$ cat src/rtl/muldiv_ctrl_pkg.sv
// Shared M-extension definitions: funct3 selector codes and controller state encoding.
package muldiv_ctrl_pkg;

  localparam logic [2:0] F3Mul    = 3'b000;
  localparam logic [2:0] F3Mulh   = 3'b001;
  localparam logic [2:0] F3Mulhsu = 3'b010;
  localparam logic [2:0] F3Mulhu  = 3'b011;
  localparam logic [2:0] F3Div    = 3'b100;
  localparam logic [2:0] F3Divu   = 3'b101;
  localparam logic [2:0] F3Rem    = 3'b110;
  localparam logic [2:0] F3Remu   = 3'b111;

  typedef enum logic [2:0] {
    StIdle  = 3'd0,
    StStart = 3'd1,
    StWait  = 3'd2,
    StDone  = 3'd3,
    StDrain = 3'd4
  } state_e;

  function automatic logic is_div_op(input logic [2:0] funct3);
    return funct3[2];
  endfunction

  function automatic logic is_rem_op(input logic [2:0] funct3);
    return funct3[2] & funct3[1];
  endfunction

endpackage

$ cat src/rtl/muldiv_ctrl.sv
// Issue/sequencing controller for the multiply/divide unit: latch, start, wait, writeback.
// Optional divide-by-zero bypass is enabled with `define M_DIV_ZERO_BYPASS_EN.
module muldiv_ctrl
  import muldiv_ctrl_pkg::*;
#(
  parameter int unsigned RD_W = 5
) (
  input  logic            i_clk_n,
  input  logic            i_rst,
  input  logic            i_valid,
  input  logic [31:0]     i_op_a,
  input  logic [31:0]     i_op_b,
  input  logic [2:0]      i_funct3,
  input  logic [RD_W-1:0] i_rd,
  input  logic            i_flush,
  output logic            o_ready,
  output logic            o_stall,
  output logic [31:0]     o_md_a,
  output logic [31:0]     o_md_b,
  output logic [2:0]      o_md_funct3,
  output logic            o_md_en,
  input  logic [31:0]     i_md_result,
  input  logic            i_md_busy,
  output logic            o_wb_valid,
  output logic [RD_W-1:0] o_wb_rd,
  output logic [31:0]     o_wb_data,
  input  logic            i_wb_ready
);

  state_e            state_q, state_d;
  logic [31:0]       a_q, a_d;
  logic [31:0]       b_q, b_d;
  logic [2:0]        f3_q, f3_d;
  logic [RD_W-1:0]   rd_q, rd_d;
  logic [31:0]       data_q, data_d;
  logic              ready;
  logic              md_en;
  logic              wb_valid;

  always_ff @(posedge i_clk_n) begin
    if (i_rst) begin
      state_q <= StIdle;
      a_q     <= '0;
      b_q     <= '0;
      f3_q    <= '0;
      rd_q    <= '0;
      data_q  <= '0;
    end else begin
      state_q <= state_d;
      a_q     <= a_d;
      b_q     <= b_d;
      f3_q    <= f3_d;
      rd_q    <= rd_d;
      data_q  <= data_d;
    end
  end

  always_comb begin
    state_d  = state_q;
    a_d      = a_q;
    b_d      = b_q;
    f3_d     = f3_q;
    rd_d     = rd_q;
    data_d   = data_q;
    ready    = 1'b0;
    md_en    = 1'b0;
    wb_valid = 1'b0;

    unique case (state_q)
      StIdle: begin
        ready = 1'b1;
        if (i_valid && !i_flush) begin
          a_d     = i_op_a;
          b_d     = i_op_b;
          f3_d    = i_funct3;
          rd_d    = i_rd;
          state_d = StStart;
`ifdef M_DIV_ZERO_BYPASS_EN
          // Architectural divide-by-zero results without touching the unit.
          if (is_div_op(i_funct3) && (i_op_b == 32'd0)) begin
            data_d  = is_rem_op(i_funct3) ? i_op_a : 32'hFFFF_FFFF;
            state_d = StDone;
          end
`endif
        end
      end
      StStart: begin
        md_en   = !i_flush;
        state_d = i_flush ? StIdle : StWait;
      end
      StWait: begin
        if (i_flush) begin
          state_d = StDrain;
        end else if (!i_md_busy) begin
          data_d  = i_md_result;
          state_d = StDone;
        end
      end
      StDone: begin
        // Flush masks valid so a coincident ready cannot complete a handshake.
        wb_valid = !i_flush;
        if (i_flush || i_wb_ready) begin
          state_d = StIdle;
        end
      end
      StDrain: begin
        if (!i_md_busy) begin
          state_d = StIdle;
        end
      end
      default: state_d = StIdle;
    endcase
  end

  assign o_ready     = ready;
  assign o_stall     = !ready;
  assign o_md_en     = md_en;
  assign o_md_a      = a_q;
  assign o_md_b      = b_q;
  assign o_md_funct3 = f3_q;
  assign o_wb_valid  = wb_valid;
  assign o_wb_rd     = rd_q;
  assign o_wb_data   = data_q;

endmodule

$ cat config.mk
export PLATFORM = sky130hd
export DESIGN_NAME = muldiv_ctrl
export DESIGN_NICKNAME = d
export VERILOG_FILES = /design/src/rtl/muldiv_ctrl_pkg.sv /design/src/rtl/muldiv_ctrl.sv
export SDC_FILE = /design/constraint.sdc
export NUM_CORES = 1
export LEC_CHECK = 0
export ABC_AREA = 1
export CAP_MARGIN = 25
export CORE_ASPECT_RATIO = 1.4
export CORE_MARGIN = 2
export CORE_UTILIZATION = 42
export DETAILED_ROUTE_END_ITERATION = 12
export HOLD_SLACK_MARGIN = 0.06
export PLACE_DENSITY = 0.95
export SLEW_MARGIN = 10
export SYNTH_ARGS = -nofsm -noshare
export SYNTH_HDL_FRONTEND = slang
export SYNTH_SLANG_ARGS = --single-unit
$ cat constraint.sdc
create_clock -name i_clk_n -period 2.6 [get_ports i_clk_n]
set_clock_uncertainty 0.1 [all_clocks]
set_input_delay 0.65 -clock i_clk_n [delete_from_list [all_inputs] [get_ports i_clk_n]]
set_output_delay 0.65 -clock i_clk_n [all_outputs]
set_load 0.1 [all_outputs]
==> metrics, run 1 <==
period utilisation layout=95.9%; Finish-stage setup viols=0; FF/Latch Area=2140 sq um; final WL=11400 um; worst path buffer plus inverter count=3; hold slack=0.414 ns; Combinational Power Share=52.4%; switch share=52.4%; Slew Limit Fails=0; origin of the worst setup path=i_flush; Max-Slew Margin vs Limit=59.8%; postcts setup bufs=0; largest net degree at the start of global routing=73; fin crit period=2.49 ns; sequential element share of the synthesized area=53.7%; switching pwr=0.00374 W; CTS max path bufs=2; power share of the sequential group=29.8%; first-pass GRT wire length=17800 um; post-synth cell types=20; cell count after synthesis=502; nets=814; status=finished, final reports clean; Avg Cell Area, Syn=7.94 sq um; Filler cells=728; # IOs=218; drt pass-1 iters=4; Critical Path AT=1.74 ns; share of layout cells above drive strength 1=22.3%; synth top area cells=dfxtp_1 54%, nor2_1 19%, o21ai_0 12%; number of routed nets with antenna violations=0; top cell type's share of synthesized area=53.7%; Worst Path Required=1.85 ns; Multi-input gate area=1540 sq um; Reg clk slew, reported paths=0.07 ns; area delta synth->final=54.5%; Non-Filler Instances=819; setup TNS=0 ns; Static Leak=2.88 nW; Antenna Diode Count=0; placed cell count=803; Synth warnings=0; worst-path cell chain=clkdlybuf4s50_1 > nor2_1 > nand2_1 > inv_1 > buf_12; GPL Wtd Cong=0.908; most frequent cells in the layout=200 x nor2_1, 110 x buf_4, 109 x clkdlybuf4s50_1; DR vias=4060; biggest fanout along the worst timing path=5; Crit Path Class=in2out; slowest stage cell, crit path=clkdlybuf4s50_1; Tot Pwr=0.00714 W; max_cap viols=0; CTS resizes=0; crit path launch type=primary input; power density cells=1160 nW/um^2; Worst-Skew Late Latency=0.33 ns; kind of cell adding the most delay to the critical path=buffers and inverters; Peak VDD IR=0.699 mV; Worst Hold Launch=o_wb_data[7]$_SDFFE_PP0P_; CP endpoint kind=output port; via/cell ratio=4.96; r2r startpoint=state_q[1]$_SDFFE_PP0P_; port bufs=217; DRC violations left=0; Die ar.=10300 sq um; Hold-fix buffers, CTS=0; Net Count, Synth=612; Pint=0.00340 W; fin util=65.9%; flop and latch count out of synthesis=107; DP HPWL=8280 um; H-tree Lvls=3; clock network power share=17.8%; GR Overflow Total=0; Initial Utilization=42.6%; cell row count=42; initial antenna violation count=0; chip height=119 um; Final Hold Viols=0; post-synth top area cell=dfxtp_1; CTS Root Cell=clkbuf_16; Avg WL per Cell=13.9 um; core area=9350 sq um; number of global-route vias before repair=3811; CP max stage delay=0.52 ns; RSZ-0062 raised after global routing=false; Achievable Freq=0.401 GHz; CTS tree=built; CTS Buf Count=9; clk sinks=107; worst slew pin tran=0.603 ns; synthesized area=3990 sq um; initial drt markers=144; most common cell after layout, fill and taps aside=nor2_1; GRT Overall Usage=21.4%; Hold WC Path Type=reg2reg; Die Span X=86.3 um
## flip-flops by register name, summed over array words and instances (netlist names)
name	cells
o_wb_rd	5
state_q	3
o_md_funct3	3
o_md_b	32
o_md_a	32
o_wb_data	32
## power groups by stage
stage	combinational, W	clock [W]	sequential [W]
6_report	0.00374	0.00127	0.00213
5_1_grt	0.00390	0.00137	0.00216
4_1_cts	0.00376	0.00130	0.00212
3_5_place_dp	0.00375	0	0.00215
3_3_place_gp	0.00370	0	0.00214
2_1_floorplan	0.000941	0	0.00417
## worst min-delay path: stages, from the launching register on
cell	delay (ns)
dfxtp_1	0.34
o21ai_1	0.07
nor2_1	0.07
## synth_stat cells
library cell  count
nor2_1          201
dfxtp_1         107
o21ai_0          96
nor2_2           19
buf_6            15
inv_1            12
clkbuf_1         11
nand2_1          11
o21ai_1           8
nand3_1           6
buf_2             5
inv_2             2
nor2_4            2
a21oi_1           1
buf_4             1
inv_6             1
nand2_4           1
nand3_2           1
nand4_1           1
nor2_8            1
## final timing paths
check,slack [ns],endpoint,cells after the start
setup / recovery,0.11,o_md_en,5
hold / removal,0.41,o_wb_data[7]$_SDFFE_PP0P_,2
setup reg to reg,0.78,o_wb_data[12]$_SDFFE_PP0P_,5
hold reg to reg,0.41,o_wb_data[7]$_SDFFE_PP0P_,2
## metrics by stage
stage	worst slack (ns)	area (sq um)
final	0.108	6160
after global routing	0.0923	6160
after CTS	0.125	6160
after detailed placement	0.114	5880
after global placement	0.163	5880
after floorplan	0.413	3990
## kinds of logic after synthesis
group / after synthesis / share of synthesized area [%]
DFF: 107 / 53.7
AOI/OAI and AO/OA: 105 / 13.2
buffers and inverters: 47 / 7.63
and+or+nand+nor: 243 / 25.5
## per-layer routing
| metal | track usage (%) | up-vias | part of all wire (%) |
|---|---|---|---|
| met5 | 0 | - | 0 |
| met3 | 6.24 | 29 | 9.8 |
| li1 | - | 1998 | - |
| met4 | 7.71 | 0 | 2.6 |
| met1 | 24.5 | 1820 | 39 |
| met2 | 37.3 | 213 | 49 |
## cell type report
cell class / count / area share [%]
Multi-Input combinational cell: 348 / 25.0
Clock buffer: 11 / 3.94
Inverter: 15 / 0.995
Clock inverter: 5 / 0.589
Sequential cell: 107 / 34.8
Tap cell: 110 / 2.23
Timing Repair Buffer: 223 / 32.4
Note: power is estimated with default switching activity, not from simulation.
==> run 2: changes to the inputs <==
- CTS_CLUSTER_DIAMETER: default -> 100
- SLEW_MARGIN: 10 -> 20
==> results of run 2 <==
Final layout, timing and power as in run 1 (identical DEF).
